==> src/rtl/bram_sector_sync.sv <==
// Save-slot backup RAM sync: moves one slot's sectors between cart BRAM and the SD image,
// one sector per HPS handshake, with autoload on ROM download end and OSD-gated autosave.
//
// state | meaning
// IDLE  | waiting for a load, save, autoload or autosave event
// REQ   | sd_rd or sd_wr held, waiting for an sd_ack rise or timeout
// XFER  | HPS moving one sector, waiting for the sd_ack fall
// FIN   | last sector moved; done pulses as IDLE is entered
module bram_sector_sync #(
  parameter int          SECT_W   = 7,
  parameter int          SLOT_W   = 2,
  parameter logic [31:0] BASE_LBA = 32'd0,
  parameter int          TIMEOUT  = 1 << 24
) (
  input  logic              clk_sys,
  input  logic              reset_n,
  input  logic              enable,
  input  logic              load_req,
  input  logic              save_req,
  input  logic              downloading,
  input  logic              img_nonempty,
  input  logic              auto_en,
  input  logic              osd_open,
  input  logic              bram_change,
  input  logic [SLOT_W-1:0] slot,
  input  logic [SECT_W-1:0] sect_count,
  input  logic              sd_ack,
  output logic [31:0]       sd_lba,
  output logic              sd_rd,
  output logic              sd_wr,
  output logic              loading,
  output logic              busy,
  output logic              pending,
  output logic              done,
  output logic              err
);

  localparam int TMO_W = (TIMEOUT > 1) ? $clog2(TIMEOUT) : 1;
  localparam logic [TMO_W-1:0] TMO_LAST = TMO_W'(TIMEOUT - 1);

  typedef enum logic [1:0] {S_IDLE, S_REQ, S_XFER, S_FIN} state_t;

  state_t            r_state, w_state_nxt;
  logic              r_load_d, r_save_d, r_ack_d, r_dl_d;
  logic [SLOT_W-1:0] r_slot, w_slot_nxt;
  logic [SECT_W-1:0] r_last, w_last_nxt;
  logic [SECT_W-1:0] r_sect, w_sect_nxt;
  logic [TMO_W-1:0]  r_tmo, w_tmo_nxt;
  logic              r_rd, w_rd_nxt;
  logic              r_wr, w_wr_nxt;
  logic              r_loading, w_loading_nxt;
  logic              r_done, w_done_nxt;
  logic              r_err, w_err_nxt;
  logic              r_pend;
  logic [31:0]       r_lba, w_lba_nxt;
  logic              w_start_save;

  logic w_load_rise, w_save_rise, w_ack_rise, w_ack_fall, w_dl_fall;
  logic w_load_ev, w_save_ev;

  assign w_load_rise = load_req & ~r_load_d;
  assign w_save_rise = save_req & ~r_save_d;
  assign w_ack_rise  = sd_ack & ~r_ack_d;
  assign w_ack_fall  = ~sd_ack & r_ack_d;
  assign w_dl_fall   = ~downloading & r_dl_d;

  // A load event shadows a simultaneous save event; pending survives for a later save.
  assign w_load_ev = w_load_rise | (w_dl_fall & img_nonempty);
  assign w_save_ev = w_save_rise | (r_pend & osd_open & auto_en);

  always_comb begin
    w_state_nxt   = r_state;
    w_slot_nxt    = r_slot;
    w_last_nxt    = r_last;
    w_sect_nxt    = r_sect;
    w_tmo_nxt     = r_tmo;
    w_rd_nxt      = r_rd;
    w_wr_nxt      = r_wr;
    w_loading_nxt = r_loading;
    w_done_nxt    = 1'b0;
    w_err_nxt     = 1'b0;
    w_start_save  = 1'b0;
    unique case (r_state)
      S_IDLE: begin
        if (enable && (w_load_ev || w_save_ev)) begin
          w_slot_nxt    = slot;
          w_last_nxt    = sect_count - 1'b1;
          w_sect_nxt    = '0;
          w_tmo_nxt     = '0;
          w_loading_nxt = w_load_ev;
          w_rd_nxt      = w_load_ev;
          w_wr_nxt      = ~w_load_ev;
          w_start_save  = ~w_load_ev;
          w_state_nxt   = S_REQ;
        end
      end
      S_REQ: begin
        if (w_ack_rise) begin
          w_rd_nxt    = 1'b0;
          w_wr_nxt    = 1'b0;
          w_state_nxt = S_XFER;
        end else if (r_tmo == TMO_LAST) begin
          w_rd_nxt      = 1'b0;
          w_wr_nxt      = 1'b0;
          w_loading_nxt = 1'b0;
          w_err_nxt     = 1'b1;
          w_state_nxt   = S_IDLE;
        end else begin
          w_tmo_nxt = r_tmo + 1'b1;
        end
      end
      S_XFER: begin
        if (w_ack_fall) begin
          if (r_sect == r_last) begin
            w_state_nxt = S_FIN;
          end else begin
            w_sect_nxt  = r_sect + 1'b1;
            w_tmo_nxt   = '0;
            w_rd_nxt    = r_loading;
            w_wr_nxt    = ~r_loading;
            w_state_nxt = S_REQ;
          end
        end
      end
      S_FIN: begin
        w_loading_nxt = 1'b0;
        w_done_nxt    = 1'b1;
        w_state_nxt   = S_IDLE;
      end
      default: w_state_nxt = S_IDLE;
    endcase
    w_lba_nxt = BASE_LBA + (32'(w_slot_nxt) << SECT_W) + 32'(w_sect_nxt);
  end

  always_ff @(posedge clk_sys or negedge reset_n) begin
    if (!reset_n) begin
      r_state   <= S_IDLE;
      r_load_d  <= 1'b0;
      r_save_d  <= 1'b0;
      r_ack_d   <= 1'b0;
      r_dl_d    <= 1'b0;
      r_slot    <= '0;
      r_last    <= '0;
      r_sect    <= '0;
      r_tmo     <= '0;
      r_rd      <= 1'b0;
      r_wr      <= 1'b0;
      r_loading <= 1'b0;
      r_done    <= 1'b0;
      r_err     <= 1'b0;
      r_pend    <= 1'b0;
      r_lba     <= '0;
    end else begin
      r_state   <= w_state_nxt;
      r_load_d  <= load_req;
      r_save_d  <= save_req;
      r_ack_d   <= sd_ack;
      r_dl_d    <= downloading;
      r_slot    <= w_slot_nxt;
      r_last    <= w_last_nxt;
      r_sect    <= w_sect_nxt;
      r_tmo     <= w_tmo_nxt;
      r_rd      <= w_rd_nxt;
      r_wr      <= w_wr_nxt;
      r_loading <= w_loading_nxt;
      r_done    <= w_done_nxt;
      r_err     <= w_err_nxt;
      r_lba     <= w_lba_nxt;
      if (bram_change && !osd_open) r_pend <= 1'b1;
      else if (w_start_save)        r_pend <= 1'b0;
    end
  end

  assign sd_lba  = r_lba;
  assign sd_rd   = r_rd;
  assign sd_wr   = r_wr;
  assign loading = r_loading;
  assign busy    = (r_state != S_IDLE);
  assign pending = r_pend;
  assign done    = r_done;
  assign err     = r_err;

endmodule

==> config.mk <==
export PLATFORM = sky130hd
export DESIGN_NAME = bram_sector_sync
export DESIGN_NICKNAME = d
export VERILOG_FILES = /design/src/rtl/bram_sector_sync.sv
export SDC_FILE = /design/constraint.sdc
export NUM_CORES = 1
export LEC_CHECK = 0
export BUFFER_PORTS_ARGS = -buffer_cell sky130_fd_sc_hd__buf_2
export CORE_UTILIZATION = 56
export CTS_CLUSTER_DIAMETER = 100
export DETAILED_ROUTE_END_ITERATION = 7
export GPL_ROUTABILITY_DRIVEN = 0
export PLACE_DENSITY = 0.81
export SYNTH_ARGS = -nofsm -noshare
export SYNTH_HDL_FRONTEND = slang
export SYNTH_SLANG_ARGS = --single-unit
==> constraint.sdc <==
create_clock -name clk_sys -period 2.7 [get_ports clk_sys]
set_input_delay 0.675 -clock clk_sys [delete_from_list [all_inputs] [get_ports clk_sys]]
set_output_delay 0.675 -clock clk_sys [all_outputs]
set_load 0.02 [all_outputs]
# Yosys cells after proc, flatten, opt, wreduce, memory -nomap -nowiden

Cells that the tools add are included.
W data, S select, Z words.

Bits of input ports: 20
Register bits: 62
Word-level logic and storage cells: 101

Equal/unequal tests: 12
Reductions and logical operators: 14
$add $sub $neg: 4
Bitwise logic cells: 17
Multiplexer cells: 38

Operator list:

| cell                    | count |
|---|---|
| $mux W24                | 5 |
| $pmux W24 S3            | 1 |
| $add A24 B1 Y24 const B | 1 |
| $eq A24 B24 Y1 const B  | 1 |
| $mux W7                 | 3 |
| $mux W1                 | 17 |
| $mux W2                 | 7 |
| $pmux W7 S2             | 1 |
| $ne A2 B2 Y1 const B    | 6 |
| $add A9 B7 Y10          | 1 |
| $pmux W1 S3             | 3 |
| $and A1 B1 Y1           | 8 |
| $pmux W2 S4             | 1 |
| $add A7 B1 Y7 const B   | 1 |
| $eq A7 B7 Y1            | 1 |
| $not A1 Y1              | 7 |
| $sub A7 B1 Y7 const B   | 1 |
| $reduce_and A6 Y1       | 1 |
| $reduce_bool A3 Y1      | 2 |
| $reduce_and A5 Y1       | 1 |
| $eq A2 B2 Y1 const B    | 2 |
| $reduce_and A4 Y1       | 1 |
| $reduce_bool A2 Y1      | 2 |
| $ne A3 B3 Y1 const B    | 1 |
| other kinds (8)         | 10 |

# Depth between registers and ports, before layout

Word-level depth: 10
Depth in mapped cells: 8

# Least setup slack after synthesis

OpenSTA, ideal clock, no wires.

Kind: input to register
From: in load_req
To: reg r_tmo[15]
Cell stages on the path: 7
Data required time: 2.607 ns
Arrival: 2.215 ns
Path slack: 0.392 ns
Library setup time: 0.093 ns
Cell sequence: inv_1 o22ai_2 o211ai_1 a2111o_1 or2_4 buf_6 o31ai_2

Longest elaborated chain between the ends: 6

RTL lines:

| item                        | line | RTL |
|---|---|---|
| start: declaration          | 18   | `input logic load_req,` |
| $and A1 B1 Y1               | 61   | `assign w_load_rise = load_req & ~r_load_d;` |
| $or A1 B1 Y1                | 68   | `assign w_load_ev = w_load_rise \| (w_dl_fall & img_nonempty);` |
| $logic_or A1 B1 Y1          | 85   | `if (enable && (w_load_ev \|\| w_save_ev)) begin` |
| $logic_and A1 B1 Y1         | 85   |  |
| $ne A2 B2 Y1 (no line)      | --   |  |
| $reduce_and A6 Y1 (no line) | --   |  |
| end signal: assignment      | 162  | `r_tmo <= w_tmo_nxt;` |
| end: declaration            | 48   | `logic [TMO_W-1:0] r_tmo, w_tmo_nxt;` |

No other way between the ends.
A chain may end at the register's enable or synchronous reset.

# Worst setup path after layout

From: reg r_state[0]
To: reg r_tmo[19]

Longest elaborated chain between the ends: 3
Elaborated cells between the ends (all ways): 11
Those cells by class: eq/ne: 7; mux: 1; reduce/logical: 3

RTL lines:

| item                                                                | line | RTL |
|---|---|---|
| start: declaration                                                  | 43   | `state_t r_state, w_state_nxt;` |
| start signal: assignment                                            | 154  | `r_state <= w_state_nxt;` |
| $eq A2 B2 Y1 (tied with other cells)                                | 83   | `unique case (r_state)` |
| $ne A2 B2 Y1 (no line) / $reduce_bool A3 Y1 (equally long branches) | --   |  |
| $reduce_and A6 Y1 (no line)                                         | --   |  |

Parallel ways exist; a longest one is shown, timed or not.

==> metrics.yaml <==
layout:
  fill_cells: 423
  multi_input_area_mm2: 0.00156
  final_core_util_pct: 65.1
  syn_to_final_growth_pct: 10.2
  antenna_cells: 0
  regArea_mm2: 0.00130
  design_area_mm2: 0.00339
  fin_cells: 443
  nNetsFinal: 399
  drive_above_1_share_pct: 20.6
power_and_ir_drop:
  p_leak_nw: 1.53
  irDropWorstVdd_v: 0.000596
  finalPower_mw: 2.73
  p_per_area_mw_per_mm2: 804
logic_synthesis:
  synth_seq_cells: 52
  synthTopCellsByArea: "dfrtp_1 42%, buf_4 5.6%, o21ai_0 4.4%"
  ys_warn_count: 0
  synth.most_common_cell: "dfrtp_1"
  netlist-cell-type-count: 48
  synth_flop_cell: "dfrtp_1"
  ys_top_cells_by_count: "52 x dfrtp_1, 29 x nor2_1, 27 x o21ai_0"
  netlist_area_mm2: 0.00308
  synth_top_area_share_pct: 42.3
  syn_avg_cell_area_um2: 9.24
  syn_inst: 333
  async_flop_share_pct: 100
  synth_top_cell_by_area: "dfrtp_1"
  synth-edff-count: 0
  seq_area_frac_synth_pct: 42.3
global_routing:
  antenna_found_initial: 0
  grt_pass1_wl_um: 10700
  grt-ovfl-total: 0
  grt.total_usage_pct: 22.8
  first_global_vias: 2355
  grt_max_degree: 27
sta:
  tns_ns: 0
  slew_headroom_pct: 60.5
  layout_worst_path_cycle_share_pct: 88.9
  grt_setup_unrepaired: "no"
  timing.fmax_ghz: 0.417
  min_period_ns: 2.40
  clock_skew_ns: 0.00954
  slew_violations: 0
  setup_violations: 0
  timing.hold.ws_ns: 0.284
  final-hold-violation-count: 0
  setup_ws_ns: 0.301
  worst_slew_pin_slew_ns: 0.591
setup_path:
  crit_buf_inv: 1
  worstSetupStartpointType: "flop"
  rr_endpoint: "r_tmo[19]"
  cpPeakStageDelay_ns: 0.41
  r2r_slack_ns: 0.30
  startpoint: "r_state[0]"
  worstPathMaxFanout: 22
  critical_path.top_delay_family: "compound AO/OA/AOI/OAI gates"
  path_depth: 7
  required_ns: 2.89
  rr_startpoint: "r_state[0]"
  crit_path_end: "r_tmo[19]"
  crit_slowest_cell: "a2111o_1"
  worstSetupPathType: "reg2reg"
  crit_arrival_ns: 2.59
  reg2regPathDepth: 7
  cp-end-kind: "flop"
  path_cells: "inv_1 > ha_1 > nand2b_1 > o211ai_1 > a2111o_1 > or2_4 > o41ai_1"
place:
  placedCellCount: 435
  placed_area_mm2: 0.00326
  port-buffer-count: 35
  post-place-ws_ns: 0.242
  dp_hpwl_um: 4510
worst_hold_path:
  hold_path.class: "in2async"
floorplan:
  start_util_pct: 59.1
  placement_rows: 26
  ios: 59
  dieArea_mm2: 0.00579
  dieWidth_um: 76.1
  die_h_um: 76.1
  core_area_mm2: 0.00520
detailed_routing:
  drc: 0
  wl_per_cell_um: 13.7
  drt-total-wl_um: 6090
  ant_nets: 0
  firstDrtPassIters: 4
  vias: 2541
  vias_per_cell: 5.74
  drtIter0Drc: 186
cts:
  cts_max_path_buffers: 2
  clock_sinks: 52
  clock-root-buffer: "clkbuf_8"
  cts-resized-gates: 0
  post_cts_buffers: 0
  path_clk_slew_ns: 0.10
  numCtsBuffers: 5
  clock_latency_ns: 0.31
  cts_htree_levels: 2
  cts_tree: "yes"
  hold_buffers: 0
job:
  max_cap_viol_count: 0
status:
  outcome: "finished clean"
flip-flops by register name, indices dropped and copies added (netlist names), 2 cells and up:
signal,count
r_slot,2
r_last,7
r_sect,6
r_tmo,24
r_state,2
how the worst min path moves through the flow:
stage                     startpoint         to  slack (ns)  cells after the start
after floorplan              reset_n       done        0.38                      0
after global placement     r_tmo[14]  r_tmo[14]        0.48                      1
after detailed placement   r_tmo[14]  r_tmo[14]        0.49                      1
after CTS                    reset_n     r_dl_d        0.29                      1
after global routing         reset_n   r_tmo[0]        0.31                      1
final                        reset_n     r_dl_d        0.28                      1
cell usage in the layout, fill, tap and decap left out, types with 3 or more instances in the layout:
cell      synthesis  routed
dfrtp_1          52      52
buf_2             4      35
nor2_1           29      29
o21ai_0          27      27
conb_1            1      23
nand2_1          21      21
nand3_1          18      18
inv_1            15      15
o21ai_1          12      12
buf_4            23      11
xnor2_1          10      10
o31ai_2          10      10
a31oi_1           9       9
a21oi_1           9       9
nand4_1           7       7
nor3_1            7       7
nand2b_1          7       7
ha_1              7       7
clkbuf_8          0       7
and3_1            5       5
mux2_2            5       5
and2_1            5       5
o31ai_1           4       4
o21a_1            3       3
o41ai_2           3       3
routing by layer:
| metal | track usage [%] | wire length, um |
|---|---|---|
| met5 | 0 | 0 |
| met2 | 37.4 | 2850 |
| met3 | 4.07 | 308 |
| met4 | 8.46 | 65 |
| met1 | 30.2 | 2870 |
worst reg2reg max path: cells and delay by family, from the launching register on:
kind,cells,cell delay (ns)
AO/OA/AOI/OAI,3,1.00
adder cells (fa/ha/maj),1,0.30
buffers and inverters,1,0.08
AND/OR/NAND/NOR,2,0.51
flip-flops,1,0.40
cell families (layout without fill, tap and decap cells):
kind of cell,count (synthesis),count (layout),synth area share (%)
simple gates,111,111,18.0
flops,52,52,42.3
xor+xnor,12,12,3.42
other cells,1,23,0.122
mux,5,5,1.83
fa+ha+maj,7,7,2.85
buf+inv,51,69,9.68
compound gates,94,94,21.8
cell type report:
| class | count | area share, % |
|---|---|---|
| Multi-Input combinational cell | 252 | 46.0 |
| Sequential cell | 52 | 38.4 |
| Timing Repair Buffer | 46 | 7.60 |
| Clock buffer | 7 | 2.84 |
| Tap cell | 70 | 2.58 |
| Inverter | 15 | 1.66 |
| Clock inverter | 1 | 0.886 |
report_power, final:
| part | total, mW | switching (mW) | internal (mW) |
|---|---|---|---|
| clock | 0.580 | 0.253 | 0.327 |
| sequential | 1.02 | 0.108 | 0.914 |
| combinational | 1.12 | 0.705 | 0.419 |
| total | 2.73 | 1.07 | 1.66 |
No activity file was read; power rests on OpenSTA's default activity.
